File: config.mk
export PLATFORM = sky130hd
export DESIGN_NAME = memory_arbiter
export DESIGN_NICKNAME = d
export VERILOG_FILES = /design/src/rtl/memarb_pkg.sv /design/src/rtl/memarb_grant.sv /design/src/rtl/memory_arbiter.sv
export SDC_FILE = /design/constraint.sdc
export NUM_CORES = 1
export LEC_CHECK = 0
export ABC_CLOCK_PERIOD_IN_PS = 7570
export CORE_AREA = 3 3 129 131
export DETAILED_ROUTE_END_ITERATION = 10
export DIE_AREA = 0 0 132 134
export PLACE_DENSITY_LB_ADDON = 0.3
export SLEW_MARGIN = 10
export SYNTH_ARGS = -nofsm -noshare
export SYNTH_HDL_FRONTEND = slang
export SYNTH_SLANG_ARGS = --single-unit
File: constraint.sdc
create_clock -name clk -period 7.57 [get_ports clk]
set_clock_uncertainty 0.2 [all_clocks]
set_input_delay 2.271 -clock clk [delete_from_list [all_inputs] [get_ports clk]]
set_output_delay 2.271 -clock clk [all_outputs]
set_load 0.02 [all_outputs]
File: src/rtl/memarb_pkg.sv
// Shared types and constants for the instruction/data memory arbiter.
//   state_e  : arbiter FSM states (IDLE, I_WAIT, D_WAIT)
//   winner_e : result of one arbitration cycle
//   STARVE_LIMIT_DEFAULT / STARVE_CNT_W : starvation counter defaults
package memarb_pkg;

  typedef enum logic [1:0] {
    IDLE   = 2'd0,
    I_WAIT = 2'd1,
    D_WAIT = 2'd2
  } state_e;

  typedef enum logic [1:0] {
    WIN_NONE = 2'd0,
    WIN_I    = 2'd1,
    WIN_D    = 2'd2
  } winner_e;

  localparam int unsigned STARVE_LIMIT_DEFAULT = 4;
  localparam int unsigned STARVE_CNT_W         = 4;

endpackage : memarb_pkg

File: src/rtl/memarb_grant.sv
// Grant selection and instruction-starvation counter.
// Data wins by default; once STARVE_LIMIT data grants have been given while an
// instruction request was waiting, the instruction wins the next grant.
// Ports:
//   clk, rst_n : clock, async active-low reset
//   arb_en     : a grant may be issued this cycle (FSM idle, memory ready)
//   i_start    : instruction request pending
//   d_start    : data request pending
//   winner     : which requester is granted this cycle (combinational)
module memarb_grant
  import memarb_pkg::*;
#(
  parameter int unsigned STARVE_LIMIT = STARVE_LIMIT_DEFAULT
) (
  input  logic    clk,
  input  logic    rst_n,
  input  logic    arb_en,
  input  logic    i_start,
  input  logic    d_start,
  output winner_e winner
);

  localparam logic [STARVE_CNT_W-1:0] LIMIT = 4'(STARVE_LIMIT);

  logic [STARVE_CNT_W-1:0] starve_cnt_q, starve_cnt_d;

  always_comb begin
    // NOTE: every combinationally assigned signal gets a default first so no
    // path through the block leaves it unassigned and infers a latch.
    winner = WIN_NONE;
    if (arb_en) begin
      if (d_start && !(i_start && (starve_cnt_q == LIMIT))) begin
        winner = WIN_D;
      end else if (i_start) begin
        winner = WIN_I;
      end
    end
  end

  // Counts data grants made while a fetch is waiting; any cycle without a
  // fetch request, or a fetch grant, restarts the count.
  always_comb begin
    starve_cnt_d = starve_cnt_q;
    if (!i_start || (winner == WIN_I)) begin
      starve_cnt_d = '0;
    end else if ((winner == WIN_D) && (starve_cnt_q != LIMIT)) begin
      starve_cnt_d = starve_cnt_q + 1'b1;
    end
  end

  // NOTE: sequential state uses non-blocking assignments so every flop samples
  // its pre-edge value regardless of process ordering.
  always_ff @(posedge clk or negedge rst_n) begin
    if (!rst_n) begin
      starve_cnt_q <= '0;
    end else begin
      starve_cnt_q <= starve_cnt_d;
    end
  end

endmodule : memarb_grant

File: src/rtl/memory_arbiter.sv
// Two-requester arbiter in front of a single memory port: an instruction fetch
// port (read-only) and a load/store data port share one memory. One command
// is granted per cycle while idle; a granted read waits for m_rvalid before
// another grant, a granted write completes in its grant cycle.
// Ports:
//   clk, rst_n                 : clock, async active-low reset
//   i_start/i_ready/i_addr     : fetch command handshake and address
//   i_rdata/i_rvalid           : fetch read return
//   d_start/d_write/d_ready    : data command handshake and direction
//   d_addr/d_wdata/d_wmask     : data command payload
//   d_rdata/d_rvalid           : data read return
//   m_start/m_write/m_ready    : memory command handshake and direction
//   m_addr/m_wdata/m_wmask     : memory command payload
//   m_rdata/m_rvalid           : memory read return
module memory_arbiter
  import memarb_pkg::*;
#(
  parameter int unsigned STARVE_LIMIT = STARVE_LIMIT_DEFAULT
) (
  input  logic        clk,
  input  logic        rst_n,
  // instruction port
  input  logic        i_start,
  output logic        i_ready,
  input  logic [31:0] i_addr,
  output logic [31:0] i_rdata,
  output logic        i_rvalid,
  // data port
  input  logic        d_start,
  input  logic        d_write,
  output logic        d_ready,
  input  logic [31:0] d_addr,
  input  logic [31:0] d_wdata,
  input  logic [31:0] d_wmask,
  output logic [31:0] d_rdata,
  output logic        d_rvalid,
  // memory port
  output logic        m_start,
  output logic        m_write,
  input  logic        m_ready,
  output logic [31:0] m_addr,
  output logic [31:0] m_wdata,
  output logic [31:0] m_wmask,
  input  logic [31:0] m_rdata,
  input  logic        m_rvalid
);

  state_e  state_q, state_d;
  winner_e winner;
  logic    arb_en;

  // Gating with rst_n keeps every output at zero while reset is held, even
  // though the command path is purely combinational.
  assign arb_en = rst_n && (state_q == IDLE) && m_ready;

  memarb_grant #(
    .STARVE_LIMIT (STARVE_LIMIT)
  ) u_grant (
    .clk     (clk),
    .rst_n   (rst_n),
    .arb_en  (arb_en),
    .i_start (i_start),
    .d_start (d_start),
    .winner  (winner)
  );

  // State register
  always_ff @(posedge clk or negedge rst_n) begin
    if (!rst_n) begin
      state_q <= IDLE;
    end else begin
      state_q <= state_d;
    end
  end

  // Next-state logic. A return arriving in a wait state is consumed there;
  // the next grant can only be made from IDLE in a later cycle.
  always_comb begin
    state_d = state_q;
    unique case (state_q)
      IDLE: begin
        if (winner == WIN_I) begin
          state_d = I_WAIT;
        end else if ((winner == WIN_D) && !d_write) begin
          state_d = D_WAIT;
        end
      end
      I_WAIT, D_WAIT: begin
        if (m_rvalid) begin
          state_d = IDLE;
        end
      end
      default: state_d = IDLE;
    endcase
  end

  // Output logic: command mux towards memory, return routing to requesters.
  always_comb begin
    m_start  = 1'b0;
    m_write  = 1'b0;
    m_addr   = '0;
    m_wdata  = '0;
    m_wmask  = '0;
    i_ready  = 1'b0;
    d_ready  = 1'b0;
    unique case (winner)
      WIN_I: begin
        m_start = 1'b1;
        m_addr  = i_addr;
        i_ready = m_ready;
      end
      WIN_D: begin
        m_start = 1'b1;
        m_write = d_write;
        m_addr  = d_addr;
        m_wdata = d_wdata;
        m_wmask = d_wmask;
        d_ready = m_ready;
      end
      default: ;
    endcase

    i_rvalid = m_rvalid && (state_q == I_WAIT);
    d_rvalid = m_rvalid && (state_q == D_WAIT);
    i_rdata  = rst_n ? m_rdata : '0;
    d_rdata  = rst_n ? m_rdata : '0;
  end

endmodule : memory_arbiter

# Word level (Yosys, flattened, before mapping)
# Index checks and enable logic that the tools add are counted.
[word_totals]
ff_bits = 6
input_bits = 167
output_inout_bits = 166
[op_classes]
n_addsub = 1
eq_ne = 8
mux = 17
reduce_logical = 17
[ops]
columns = ["cell", "n"]
rows = [
  ["32-bit 2-to-1 mux", 3],
  ["32-bit one-hot mux with 2 select lines", 1],
  ["2-bit 2-to-1 mux", 5],
  ["1-bit logical AND", 8],
  ["4-bit 2-to-1 mux", 2],
  ["1-bit 2-to-1 mux", 5],
  ["4-bit by 1-bit adder with 4-bit output, second input constant", 1],
  ["2-bit by 1-bit == test with 1-bit output, second input constant", 2],
  ["2-bit == test, second input constant", 2],
  ["4-bit by 3-bit == test with 1-bit output, second input constant", 1],
  ["4-bit by 3-bit != test with 1-bit output, second input constant", 1],
  ["2-bit one-hot mux with 2 select lines", 1],
  ["2-bit OR reduction", 2],
  ["1-bit logical NOT", 3],
  ["3-bit by 1-bit != test with 1-bit output, second input constant", 1],
  ["2-bit logical NOT", 1],
  ["2-bit != test, second input constant", 1],
  ["2-bit AND reduction", 1],
  ["2-bit nonzero test", 1],
  ["1-bit logical OR", 1],
]

# Longest topological paths before layout
[depth]
word_depth = 11
depth_mapped = 12
mapped_depth_nobuf = 11

# Hierarchy
# Synthesis repeated with hierarchy kept, for this count alone.
[unflattened]
hier_cells = 273
hier_area_um2 = 1904.3
[modules_own_cells]
columns = ["mod", "instances", "cells_each", "area_per_inst_um2"]
rows = [
  ["memory_arbiter", 1, 241, 1604.0],
  ["memarb_grant", 1, 32, 300.3],
]

# Worst setup path before layout
# No wires, ideal clock.
[synth_timing]
kind = "input port to output port"
start = "input i_start"
end = "output m_addr[11]"
arrival_time_ns = 3.535
required_ns = 5.099
setup_slack_ns = 1.564
path_stages = 9
cell_sequence = "inv_1 o21ai_1 nand3_1 inv_1 ha_1 buf_6 clkbuf_1 a22oi_1 nor2_1"
[synth_via]
elab_chain_len = 7
elab_cells_between_ends = 9
cone_classes = "eq/ne: 2; mux: 4; reduce/logical: 3"
[synth_lines]
columns = ["element", "line_no", "source"]
rows = [
  ["from (decl)", "memory_arbiter.sv:23", "input logic i_start,"],
  ["1-bit logical AND", "memarb_grant.sv:32", "if (d_start && !(i_start && (starve_cnt_q == LIMIT))) begin"],
  ["1-bit logical NOT", "memarb_grant.sv:32", ""],
  ["1-bit logical AND", "memarb_grant.sv:32", ""],
  ["2-bit 2-to-1 mux *", "memarb_grant.sv:32", ""],
  ["2-bit 2-to-1 mux *", "memarb_grant.sv:31", "if (arb_en) begin"],
  ["2-bit == test or 2-bit by 1-bit == test with 1-bit output (tied branches)", "memory_arbiter.sv:106", "unique case (winner)"],
  ["32-bit one-hot mux with 2 select lines *", "memory_arbiter.sv:106", ""],
  ["to (decl)", "memory_arbiter.sv:41", "output logic [31:0] m_addr,"],
]
# Every way passes the cells marked *; elsewhere a longest branch is shown, timed or not.

# Worst setup path in the final report
[layout_timing]
start = "input i_start"
end = "output m_addr[21]"
# Same word-level chain as after synthesis.

==> impl_metrics.toml <==
[worst_setup_path]
cp_max_fo = 24
crit_arrival_ns = 4.62
startpoint_type = "input port"
critPathKind = "in2out"
required_ns = 5.10
cp-end-kind = "output pin"

[global_routing]
grt_usage = 0.107
antenna_found_initial = 0
grt_pass1_vias = 2949
grt-ovfl-total = 0
grt_pass1_wl_um = 15600
grt_max_degree = 90

[synth]
synth_fp_nets = 447
synth_largest_area_cell = "and2_1"
synth_cell_types = 31
synth.avg_cell_area_um2 = 6.89
synth_top_area_share = 0.337
ys_seq_area_frac = 0.0801
synth_enable_flop_cells = 0
async_reset_ff_frac = 1.00
synth_area_leaders = "and2_1 (34%), a22oi_1 (13%), buf_4 (13%), dfrtp_1 (8.0%), nor2_1 (6.6%)"
yosysWarnings = 0
syn-instance-count = 272
synth_area_um2 = 1870
ys.flop_type = "dfrtp_1"
ys_ff_latch = 6

[routing]
wire_per_inst_um = 13.6
ant_nets = 0
drcViolationCount = 0
drt-vias-per-instance = 3.73
routed_wl_um = 10500
dr.pass1.iters = 4
vias = 2890
drt-initial-drc-count = 77

[floorplanning]
start_util = 0.119
die_area_um2 = 17700
num_rows = 46
num_io_pins = 333
coreArea_um2 = 15700
die_width_um = 132
fp.dieH_um = 134

[cts]
cts_root_buf = "clkbuf_16"
cts_max_level = 1
cts_setup_buffers = 0
cts.path.max_buffers = 2
ctsHoldBuffers = 0
cts_resized = 0
worstSkewPairLatency_ns = 0.23
cts.sinks = 6
numCtsBuffers = 3
cts_tree = "done"
path_clk_slew_ns = 0.03

[power_and_ir_drop]
power_mw = 0.460
power_leakage_nw = 1.95
ir_drop_uv = 74.5
power.density_nw_per_um2 = 88.1

[layout]
fillers = 1630
instances_no_fill = 775
multi_input_area_um2 = 1310
fin_nets = 736
synthToLayoutAreaGrowth_pct = 179
regArea_um2 = 150
drive_above_1_share = 0.0268
n_antenna_cell = 0

[run_status]
status = "finished clean"

[timing]
hold_viol_final = 0
grt_setup_unrepaired = "false"
tightestPinTransition_ns = 0.344
setup_viol = 0
slew_viol_final = 0
slew_headroom = 0.771
finalCriticalPeriod_ns = 7.09
fin_crit_sh = 0.936
setup_tns_ns = 0
fmax_mhz = 141
finalWorstSetupSlack_ns = 0.483
hold_ws_ns = 0.350

[run]
drv_cap = 0

[place]
dp.cells = 772
io_buffers = 332
place_congestion = 0.801
place_hpwl_um = 8960
dp_slack_ns = 0.452

[hold_path]
hp-class = "reg2reg"
-- critical path, stage by stage --
cell             delay (ns)
clkdlybuf4s50_1        0.57
inv_1                  0.06
o21ai_1                0.16
nand3_1                0.12
inv_1                  0.10
ha_1                   0.19
buf_4                  0.29
a22oi_1                0.11
nor2_1                 0.11
clkdlybuf4s50_1        0.61
-- path summary, 6_finish.rpt --
path	slack (ns)	from	cells after the start	end
hold / removal	0.35	u_grant.starve_cnt_q[1]$_DFFE_PN0P_	2	u_grant.starve_cnt_q[1]$_DFFE_PN0P_
setup reg to reg	4.98	u_grant.starve_cnt_q[0]$_DFFE_PN0P_	12	state_q[0]$_DFFE_PN0P_
max in group asynchronous	4.68	rst_n	2	u_grant.starve_cnt_q[1]$_DFFE_PN0P_
setup / recovery	0.48	i_start	10	m_addr[21]
hold reg to reg	0.35	u_grant.starve_cnt_q[1]$_DFFE_PN0P_	2	u_grant.starve_cnt_q[1]$_DFFE_PN0P_
min in group asynchronous	2.26	rst_n	2	state_q[1]$_DFFE_PN0P_
-- power breakdown --
part           switching, mW  internal (mW)
clock                 0.0196         0.0680
combinational          0.145          0.184
sequential           0.00591         0.0378
total                  0.171          0.290
-- cell usage in the layout (no fill, tap or decap), drive strengths merged --
cell and n:
clkdlybuf4s50 332, and2 101, nor2 33, a22oi 32
inv 10, ha 8, dfrtp 6, buf 6
nand2b 5, a21oi 4, o21ai 4, nor3 3
clkbuf 3, nand3 2, nand3b 1, and3 1
nor2b 1, o41ai 1, o2111a 1, nand2 1
o31ai 1, a21o 1, and2b 1, o211a 1
-- layer usage --
layer  vias to the layer above  wire length [um]  track usage
met1                      1316              3690        0.109
met5                         -                 0            0
met2                       146              6080        0.225
met3                         2               707       0.0210
li1                       1426                 -            -
met4                         0                38       0.0140
-- state kept, by name, indices dropped and copies added, names as in the netlist --
signal	cells
u_grant.starve_cnt_q	4
state_q	2
-- through the flow --
step,utilization,instance area (um^2)
after floorplan,-,1870
after global placement,0.328,5150
after detailed placement,0.328,5150
after CTS,0.333,5230
after global routing,0.333,5230
final,0.333,5230
-- layout make-up --
cell class,instances,area share
timing repair buffer,338,0.647
multi-input combinational,202,0.251
tap,216,0.0517
sequential,6,0.0287
clock buffer,3,0.0144
inverter,10,0.00718
-- logic make-up after synthesis --
logic type                 Yosys count  synth area share
AOI/OAI and AO/OA                   45             0.186
buffers and inverters               64             0.220
DFF                                  6            0.0801
adders and majority gates            8            0.0534
and+or+nand+nor                    149             0.461
-- cell usage after synthesis, types with 2 or more instances --
| cell type | count |
|---|---|
| nand3_1 | 2 |
| clkbuf_1 | 8 |
| buf_2 | 2 |
| clkbuf_2 | 7 |
| nor2_1 | 33 |
| ha_1 | 8 |
| nand2b_1 | 4 |
| a21oi_1 | 3 |
| buf_6 | 4 |
| dfrtp_1 | 6 |
| inv_1 | 10 |
| o21ai_1 | 2 |
| buf_4 | 32 |
| a22oi_1 | 32 |
| and2_1 | 101 |
| nor3_1 | 3 |
No activity file was read; power rests on OpenSTA's default activity.
